**config.mk**
```make
export PLATFORM = sky130hd
export DESIGN_NAME = mcycle_control
export DESIGN_NICKNAME = d
export VERILOG_FILES = /design/src/rtl/mcycle_control_pkg.sv /design/src/rtl/mcycle_decode.sv /design/src/rtl/mcycle_control.sv
export SDC_FILE = /design/constraint.sdc
export NUM_CORES = 1
export LEC_CHECK = 0
export ABC_AREA = 1
export CAP_MARGIN = 20
export CORE_MARGIN = 2
export CORE_UTILIZATION = 49
export CTS_CLUSTER_SIZE = 25
export DETAILED_ROUTE_END_ITERATION = 16
export PLACE_DENSITY = 0.8
export REMOVE_ABC_BUFFERS = 1
export SYNTH_ARGS = -nofsm -noshare
export SYNTH_HDL_FRONTEND = slang
export SYNTH_SLANG_ARGS = --single-unit
```
**constraint.sdc**
```tcl
create_clock -name clk_i -period 2.3 [get_ports clk_i]
set_clock_uncertainty 0.2 [all_clocks]
set_input_delay 0.46 -clock clk_i [delete_from_list [all_inputs] [get_ports clk_i]]
set_output_delay 0.46 -clock clk_i [all_outputs]
set_load 0.1 [all_outputs]
```
**src/rtl/mcycle_control_pkg.sv**
```systemverilog
// Shared types and instruction encodings for the multi-cycle controller.
// Opcodes/functions not listed here decode as NOPs.
package codes;

   typedef logic [5:0] opcode_t;
   typedef logic [5:0] func_t;

   typedef enum logic [1:0] {FETCH, EXEC1, EXEC2, HALTED} state_t;
   typedef enum logic {PC_SEL_INC, PC_SEL_TARGET} pc_sel_t;
   typedef enum logic [1:0] {WDATA_ALU, WDATA_RAM, WDATA_LINK} wdata_sel_t;
   typedef enum logic [1:0] {RT, RD, RA31} regfile_addr_sel_t;

   localparam opcode_t OP_SPECIAL = 6'h00;
   localparam opcode_t OP_REGIMM  = 6'h01;
   localparam opcode_t OP_J       = 6'h02;
   localparam opcode_t OP_JAL     = 6'h03;
   localparam opcode_t OP_BEQ     = 6'h04;
   localparam opcode_t OP_BNE     = 6'h05;
   localparam opcode_t OP_ADDIU   = 6'h09;
   localparam opcode_t OP_LW      = 6'h23;
   localparam opcode_t OP_SW      = 6'h2B;

   localparam func_t FN_JR   = 6'h08;
   localparam func_t FN_JALR = 6'h09;
   localparam func_t FN_ADDU = 6'h21;

   localparam logic [4:0] RT_BLTZ = 5'h00;
   localparam logic [4:0] RT_BGEZ = 5'h01;

endpackage

```
**src/rtl/mcycle_decode.sv**
```systemverilog
// Combinational output decode for the multi-cycle controller: enables and
// selects from state, IR fields, the delay-slot flag and memory stall.
module mcycle_decode
   import codes::*;
#(
   parameter bit WAITREQ_EN    = 1'b1,
   parameter bit DELAY_SLOT_EN = 1'b1
) (
   input  logic              reset_i,
   input  state_t            state_i,
   input  opcode_t           opcode_i,
   input  func_t             function_i,
   input  logic [4:0]        rt_i,
   input  logic              ram_waitrequest_i,
   input  logic              branch_cond_i,
   input  logic              delay_pending_i,
   output logic              stall_o,
   output logic              active_o,
   output logic              pc_write_en_o,
   output logic              ir_write_en_o,
   output logic              ram_read_en_o,
   output logic              ram_write_en_o,
   output logic              src_b_sel_o,
   output logic              ram_addr_sel_o,
   output logic              regfile_write_en_o,
   output logic              target_write_en_o,
   output pc_sel_t           pc_sel_o,
   output wdata_sel_t        regfile_writedata_sel_o,
   output regfile_addr_sel_t regfile_addr_3_sel_o
);

   logic isLw, isSw, ramAccess;

   always_comb begin
      isLw      = (opcode_i == OP_LW);
      isSw      = (opcode_i == OP_SW);
      ramAccess = (state_i == FETCH) || ((state_i == EXEC1) && isLw) ||
                  ((state_i == EXEC2) && isSw);
      stall_o   = WAITREQ_EN && ram_waitrequest_i && ramAccess;
      active_o  = (state_i != HALTED);
   end

   always_comb begin
      pc_write_en_o           = 1'b0;
      ir_write_en_o           = 1'b0;
      ram_read_en_o           = 1'b0;
      ram_write_en_o          = 1'b0;
      src_b_sel_o             = 1'b0;
      ram_addr_sel_o          = 1'b0;
      regfile_write_en_o      = 1'b0;
      target_write_en_o       = 1'b0;
      pc_sel_o                = PC_SEL_INC;
      regfile_writedata_sel_o = WDATA_ALU;
      regfile_addr_3_sel_o    = RT;
      case (state_i)
         FETCH: ram_read_en_o = 1'b1;
         EXEC1: begin
            ir_write_en_o = 1'b1;
            if (isLw) begin
               ram_read_en_o  = 1'b1;
               src_b_sel_o    = 1'b1;
               ram_addr_sel_o = 1'b1;
            end
         end
         EXEC2: begin
            pc_write_en_o = 1'b1;
            case (opcode_i)
               OP_LW: begin
                  regfile_write_en_o      = 1'b1;
                  regfile_writedata_sel_o = WDATA_RAM;
               end
               OP_SW: begin
                  ram_write_en_o = 1'b1;
                  src_b_sel_o    = 1'b1;
                  ram_addr_sel_o = 1'b1;
               end
               OP_ADDIU: begin
                  regfile_write_en_o = 1'b1;
                  src_b_sel_o        = 1'b1;
               end
               OP_SPECIAL: begin
                  case (function_i)
                     FN_ADDU: begin
                        regfile_write_en_o   = 1'b1;
                        regfile_addr_3_sel_o = RD;
                     end
                     FN_JR: target_write_en_o = 1'b1;
                     FN_JALR: begin
                        target_write_en_o       = 1'b1;
                        regfile_write_en_o      = 1'b1;
                        regfile_writedata_sel_o = WDATA_LINK;
                        regfile_addr_3_sel_o    = RD;
                     end
                     default: ;
                  endcase
               end
               OP_REGIMM: begin
                  if ((rt_i == RT_BLTZ) || (rt_i == RT_BGEZ))
                     target_write_en_o = branch_cond_i;
               end
               OP_BEQ, OP_BNE: target_write_en_o = branch_cond_i;
               OP_J: target_write_en_o = 1'b1;
               OP_JAL: begin
                  target_write_en_o       = 1'b1;
                  regfile_write_en_o      = 1'b1;
                  regfile_writedata_sel_o = WDATA_LINK;
                  regfile_addr_3_sel_o    = RA31;
               end
               default: ;
            endcase
            // With a delay slot the PC follows the older pending target, never this one
            if (DELAY_SLOT_EN) begin
               if (delay_pending_i) pc_sel_o = PC_SEL_TARGET;
            end else if (target_write_en_o) begin
               pc_sel_o = PC_SEL_TARGET;
            end
         end
         default: ;
      endcase
      if (stall_o || reset_i) begin
         pc_write_en_o      = 1'b0;
         ir_write_en_o      = 1'b0;
         ram_write_en_o     = 1'b0;
         regfile_write_en_o = 1'b0;
         target_write_en_o  = 1'b0;
      end
      if (reset_i) ram_read_en_o = 1'b0;
   end

endmodule

```
**src/rtl/mcycle_control.sv**
```systemverilog
// Multi-cycle CPU controller: state register, delay-slot flag and saturating
// retired-instruction counter around the combinational decode.
module mcycle_control
   import codes::*;
#(
   parameter bit          WAITREQ_EN    = 1'b1,
   parameter bit          DELAY_SLOT_EN = 1'b1,
   parameter int unsigned RETIRE_W      = 32
) (
   input  logic                clk_i,
   input  logic                reset_i,
   input  opcode_t             opcode_i,
   input  func_t               function_i,
   input  logic [4:0]          rt_i,
   input  logic                ram_waitrequest_i,
   input  logic                branch_cond_i,
   input  logic                pc_next_zero_i,
   output state_t              state_o,
   output logic                active_o,
   output logic                pc_write_en_o,
   output logic                ir_write_en_o,
   output logic                ram_read_en_o,
   output logic                ram_write_en_o,
   output logic                src_b_sel_o,
   output logic                ram_addr_sel_o,
   output logic                regfile_write_en_o,
   output logic                target_write_en_o,
   output pc_sel_t             pc_sel_o,
   output wdata_sel_t          regfile_writedata_sel_o,
   output regfile_addr_sel_t   regfile_addr_3_sel_o,
   output logic [RETIRE_W-1:0] retired_o
);

   state_t              state_q, state_d;
   logic                delay_pending_q, delay_pending_d;
   logic [RETIRE_W-1:0] retired_q, retired_d;
   logic                stall;

   mcycle_decode #(
      .WAITREQ_EN    (WAITREQ_EN),
      .DELAY_SLOT_EN (DELAY_SLOT_EN)
   ) u_decode (
      .reset_i                 (reset_i),
      .state_i                 (state_q),
      .opcode_i                (opcode_i),
      .function_i              (function_i),
      .rt_i                    (rt_i),
      .ram_waitrequest_i       (ram_waitrequest_i),
      .branch_cond_i           (branch_cond_i),
      .delay_pending_i         (delay_pending_q),
      .stall_o                 (stall),
      .active_o                (active_o),
      .pc_write_en_o           (pc_write_en_o),
      .ir_write_en_o           (ir_write_en_o),
      .ram_read_en_o           (ram_read_en_o),
      .ram_write_en_o          (ram_write_en_o),
      .src_b_sel_o             (src_b_sel_o),
      .ram_addr_sel_o          (ram_addr_sel_o),
      .regfile_write_en_o      (regfile_write_en_o),
      .target_write_en_o       (target_write_en_o),
      .pc_sel_o                (pc_sel_o),
      .regfile_writedata_sel_o (regfile_writedata_sel_o),
      .regfile_addr_3_sel_o    (regfile_addr_3_sel_o)
   );

   always_ff @(posedge clk_i or posedge reset_i) begin
      if (reset_i) begin
         state_q         <= FETCH;
         delay_pending_q <= 1'b0;
         retired_q       <= '0;
      end else begin
         state_q         <= state_d;
         delay_pending_q <= delay_pending_d;
         retired_q       <= retired_d;
      end
   end

   always_comb begin
      state_d         = state_q;
      delay_pending_d = delay_pending_q;
      retired_d       = retired_q;
      case (state_q)
         FETCH: if (!stall) state_d = EXEC1;
         EXEC1: if (!stall) state_d = EXEC2;
         EXEC2: begin
            if (!stall) begin
               state_d = (pc_write_en_o && pc_next_zero_i) ? HALTED : FETCH;
               // Each retiring instruction either consumes or re-arms the pending redirect
               delay_pending_d = DELAY_SLOT_EN && target_write_en_o;
               if (retired_q != {RETIRE_W{1'b1}}) retired_d = retired_q + RETIRE_W'(1);
            end
         end
         default: state_d = HALTED;
      endcase
   end

   assign state_o   = state_q;
   assign retired_o = retired_q;

endmodule
```
== Yosys cells after proc, flatten, opt, wreduce, memory -nomap -nowiden ==
Index checks and enable logic that the tools add are counted.
Word-level totals
  bits in registers: 35
  bits of input ports: 22
  logic and storage cells: 79
Operators by class
  $add $sub $neg: 1
  equality and inequality tests: 19
  mux-type cells: 35
  bitwise gates (word level): 1
  reduce and logical (&&, ||, !) cells: 20
Operators by type and width (count)
  32-bit by 1-bit adder with 32-bit output, second input constant: 1
  32-bit != test, second input constant: 1
  1-bit 2-to-1 mux: 20
  6-bit by 4-bit == test with 1-bit output, second input constant: 3
  6-bit == test, second input constant: 3
  2-bit 2-to-1 mux: 7
  6-bit by 2-bit == test with 1-bit output, second input constant: 2
  6-bit by 3-bit == test with 1-bit output, second input constant: 2
  2-bit one-hot mux with 3 select lines: 2
  2-bit OR reduction: 5
  2-bit != test, second input constant: 4
  1-bit one-hot mux with 2 select lines: 4
  6-bit by 1-bit == test with 1-bit output, second input constant: 1
  6-bit logical NOT: 1
  3-bit AND reduction: 2
  5-bit by 1-bit == test with 1-bit output, second input constant: 1
  5-bit logical NOT: 1
  1-bit logical AND: 4
  1-bit logical OR: 4
  1-bit one-hot mux with 4 select lines: 1
  2-bit one-hot mux with 2 select lines: 1
  3-bit OR reduction: 1
  2-bit by 1-bit == test with 1-bit output, second input constant: 1
  2-bit == test, second input constant: 1
  other kinds (3): 3

== Longest topological paths before layout ==
  word-level depth: 11
  mapped depth: 10
  gate-level depth less buffers: 10

== Cells and area by module ==
From an unflattened synthesis, not the netlist that was laid out.
Unflattened totals
  cell total of the unflattened synthesis: 433
  area, all modules: 2700.1 µm²
By module, submodules not included
  mcycle_control: instances 1, cells each 359, area each 2331.0 µm², seq. area each 875.8 µm²
  mcycle_decode: instances 1, cells each 74, area each 369.1 µm², seq. area each 0.0 µm²

== Worst setup path after synthesis ==
No wires, ideal clock.
  path type: register to output
  start: register state_q[0] (netlist: state_o[0])
  end: output ram_write_en_o
  arrival: 3.999 ns
  setup slack: -2.359 ns
  stages on the path, launching flop included: 10
  path buffers: 0
  path through: dfrtp_1 inv_1 ha_1 nand3_1 nand3_2 nand2_1 nand2_1 nor2_1 nand3_1 inv_1
Between the ends
  word-level cells in the longest chain between the ends: 7
  elaborated cells between the ends (all ways): 11
  classes of those cells: eq/ne (2); mux (2); reduce/logical (7)
RTL lines
  start: declaration: line mcycle_control.sv:34  | state_t state_q, state_d;
  start signal: assignment: line mcycle_control.sv:72  | state_q <= state_d;
  2-bit by 1-bit == test with 1-bit output: line mcycle_decode.sv:37  | ramAccess = (state_i == FETCH) || ((state_i == EXEC1) && isLw) ||
  1-bit logical AND: line mcycle_decode.sv:37
  1-bit logical OR (2 in series): line mcycle_decode.sv:37
  1-bit logical AND: line mcycle_decode.sv:39  | stall_o = WAITREQ_EN && ram_waitrequest_i && ramAccess;
  1-bit logical OR: line mcycle_decode.sv:120  | if (stall_o || reset_i) begin
  1-bit 2-to-1 mux (*): line mcycle_decode.sv:120
  end: declaration: line mcycle_control.sv:23  | output logic ram_write_en_o,
Every way passes the cells marked *; elsewhere a longest branch is shown, timed or not.

== Final worst setup path ==
  start: input rt_i[2]
  end: output target_write_en_o
Between the ends
  word-level cells in the longest chain between the ends: 6
  elaborated cells between the ends (all ways): 7
  classes of those cells: eq/ne (1); mux (4); reduce/logical (2)
RTL lines
  start: declaration: line mcycle_control.sv:14  | input logic [4:0] rt_i,
  5-bit by 1-bit == test with 1-bit output / 5-bit logical NOT (equally long branches): line mcycle_decode.sv:98  | if ((rt_i == RT_BLTZ) || (rt_i == RT_BGEZ))
  1-bit logical OR (*): line mcycle_decode.sv:98
  1-bit 2-to-1 mux (*): line mcycle_decode.sv:98
  1-bit one-hot mux with 4 select lines (*): line mcycle_decode.sv:67  | case (opcode_i)
  1-bit 2-to-1 mux (*): line mcycle_decode.sv:55  | case (state_i)
  1-bit 2-to-1 mux (*): line mcycle_decode.sv:120
  end: declaration: line mcycle_control.sv:27  | output logic target_write_en_o,
Marks and branches as above.

==> flow_summary.yaml <==
cts:
  htreeDepth: 2
  ctsHoldBuffers: 0
  insertion_delay_ps: 300
  cts_max_path_buffers: 2
  clkSinkCount: 35
  cts_tree: "yes"
  worst_setup_hold_path_clk_slew_ps: 80
  cts_root_buffer: "clkbuf_8"
  cts_buffers: 5
global_route:
  grt_max_degree: 34
  grt_pass1_wl_microns: 14500
  grt-ovfl-total: 0
  grt.total_usage_pct: 30.2
  grt_pass1_vias: 3081
  antenna_found_initial: 0
synthesis:
  synthCells: 419
  synth-seq-cells: 35
  synth_cell_type_count: 26
  synthFlopType: "dfrtp_1"
  netlist_top_cells_area: "dfrtp_1 33%, nand2_1 24%, nand3_1 9.0%, nor2_1 7.9%, inv_1 4.8%"
  yosysSeqAreaShare_pct: 32.9
  synth_area_per_cell_sq_um: 6.35
  synth.top_cell.area_share_pct: 32.9
  yosysWarnings: 0
  async_flop_share_pct: 100
  synth_edf_count: 0
  synth.most_common_cell: "nand2_1"
  synth_commonest_cells: "168 x nand2_1, 56 x nor2_1, 48 x nand3_1"
  yosysTopAreaCell: "dfrtp_1"
  synth_area_sq_mm: 0.00266
routing:
  vias: 3216
  finalWirelength_microns: 9030
  viasPerCell: 5.39
  dr.pass1.iters: 5
  drc: 0
  wire_per_inst_microns: 15.1
  drtIter0Drc: 303
  ant_nets: 0
worst_setup_path:
  cpPeakStageDelay_ps: 410
  start_kind: "input port"
  crit_type: "in -> out"
  critPathTopFamily: "buffers and inverters"
  slowest_stage: "clkdlybuf4s50_1"
  end_kind: "output pin"
  crit_required_ps: 1640
  path_buf_inv: 3
  crit_arrival_ps: 1830
  cp_cell_sequence: "clkdlybuf4s50_1, nor3_2, a21oi_1, or2_4, nand2_2, inv_2, nor2_4, buf_12"
  crit_fanout: 2
floorplan:
  die_area_sq_mm: 0.00604
  die_x_microns: 77.7
  rows: 26
  fp.coreArea_sq_mm: 0.00517
  start_util_pct: 51.5
  pin_count: 70
  dieHeight_microns: 77.7
timing:
  period_needed_ps: 2490
  tightest_slew_ps: 368
  grt_setup_unrepaired: "yes"
  fmax_mhz: 402
  fin_crit_sh_pct: 108
  setup_ws_ps: -190
  slew_viol_final: 0
  hold_viol: 0
  setup_viol: 7
  finalSetupTns_ps: -884
  relSlewSlack_pct: 75.3
placement:
  post-dp-hpwl_microns: 6360
  placed_area_sq_mm: 0.00371
  dp_cells: 578
  dp_slack_ps: -584
  gp_congestion: 0.922
  portBuffers: 68
final_layout:
  drive_gt1_share_pct: 30.0
  fill_cells: 367
  syn_to_final_growth_pct: 55.1
  final_cell_area_sq_mm: 0.00413
  final_cells: 597
  n_antenna_cell: 0
  num-nets-final: 554
power_and_ir_drop:
  ir_drop_mv: 0.809
  p_total_mw: 3.36
  p_comb_share_pct: 60.4
  p_per_area_mw_per_mm2: 813
  power.share.clock_pct: 17.2
  p_int_mw: 1.67
  seq_power_share_pct: 22.4
  swShare_pct: 50.2
  leakage_nw: 1.97
  power.switching_mw: 1.69
run:
  maxCapViolCount: 0
run_status:
  violations: "negative setup slack"
  status: "complete, but fails checks"
min_path:
  hold_class: "reg -> reg"
per-stage QoR:
stage | hold slack, ps | util [%]
2_1_floorplan | 253 | -
5_1_grt | 369 | 79.8
3_3_place_gp | 276 | 71.7
6_report | 334 | 79.8
4_1_cts | 300 | 77.7
3_5_place_dp | 281 | 71.7
metal layers:
layer / vias to the layer above / global-route usage, % / part of all wire (%)
li1: 1541 / - / -
met1: 1500 / 37.9 / 41
met3: 21 / 5.35 / 6.5
met2: 154 / 51.6 / 49
met5: - / 0 / 0
met4: 0 / 11.3 / 3.0
power groups by stage:
stage	clock, mW	combinational, mW	sequential (mW)
2_1_floorplan	0	0.660	1.17
3_3_place_gp	0	1.71	0.748
3_5_place_dp	0	1.74	0.752
4_1_cts	0.575	1.85	0.744
5_1_grt	0.604	2.13	0.763
6_report	0.576	2.03	0.753
cell usage in the layout (no fill, tap or decap), types with 2 or more instances in the layout:
master,count
xnor2_1,6
nand2_1,159
nand2_4,3
nor2_4,8
inv_2,10
dlygate4sd2_1,6
clkdlybuf4s50_1,7
nor2_1,46
a21oi_1,5
nor3_1,6
buf_2,4
nand3b_1,4
buf_6,5
o22ai_4,2
a21oi_4,2
nand3_4,3
inv_1,25
buf_12,19
nand4_1,6
ha_4,2
ha_1,3
nand3_1,44
xor2_1,11
nor2_2,6
o21ai_0,2
dfrtp_1,35
buf_4,65
clkbuf_2,2
clkbuf_8,5
nand3_2,3
nand2_2,8
kinds of logic (layout without fill, tap and decap cells):
group	Yosys count	after routing	synth area share, %
flip-flops	35	35	32.9
buffers and inverters	45	153	7.47
AO/OA/AOI/OAI	14	14	3.24
XOR/XNOR	17	17	5.59
adder cells (fa/ha/maj)	6	6	2.82
AND/OR/NAND/NOR	302	302	48.0
final cells by class:
| class | instances | area (sq um) | share of cell area, % |
|---|---|---|---|
| Clock buffer | 5 | 68.8 | 1.67 |
| Clock inverter | 3 | 43.8 | 1.06 |
| Inverter | 36 | 138 | 3.33 |
| Multi-Input combinational cell | 339 | 1830 | 44.2 |
| Sequential cell | 35 | 876 | 21.2 |
| Tap cell | 70 | 87.6 | 2.12 |
| Timing Repair Buffer | 109 | 1090 | 26.4 |
timing repair:
item                                    CTS  global route
setup buffers                             6             5
pin swaps                                23            10
gates resized for setup                  73            25
endpoints found under the setup margin   26            12
worst paths after layout:
kind / startpoint / end / slack, ps / cells past startpoint
max in group asynchronous: reset_i / retired_o[19]$_DFFE_PP0P_ / 1090 / 3
worst max-delay path: rt_i[2] / target_write_en_o / -190 / 8
worst min register to register: delay_pending_q$_DFFE_PP0P_ / delay_pending_q$_DFFE_PP0P_ / 330 / 2
min in group asynchronous: reset_i / retired_o[10]$_DFFE_PP0P_ / 550 / 3
worst max register to register: state_o[0]$_DFFE_PP0P_ / retired_o[2]$_DFFE_PP0P_ / 160 / 10
worst min-delay path: delay_pending_q$_DFFE_PP0P_ / delay_pending_q$_DFFE_PP0P_ / 330 / 2
flip-flops by register name (all words and copies together) (netlist names):
name / count
delay_pending_q: 1
retired_o: 32
state_o: 2
worst register-to-register path: stages, from the launching register on:
cell and delay, ps:
dfrtp_1 430, inv_2 80, ha_2 190, inv_2 90, nand3_4 110, a21oi_4 170, buf_4 370, nand2_4 110
buf_12 170, nand2_1 60, nand2_1 50
Power figures use the tool's default switching activity.
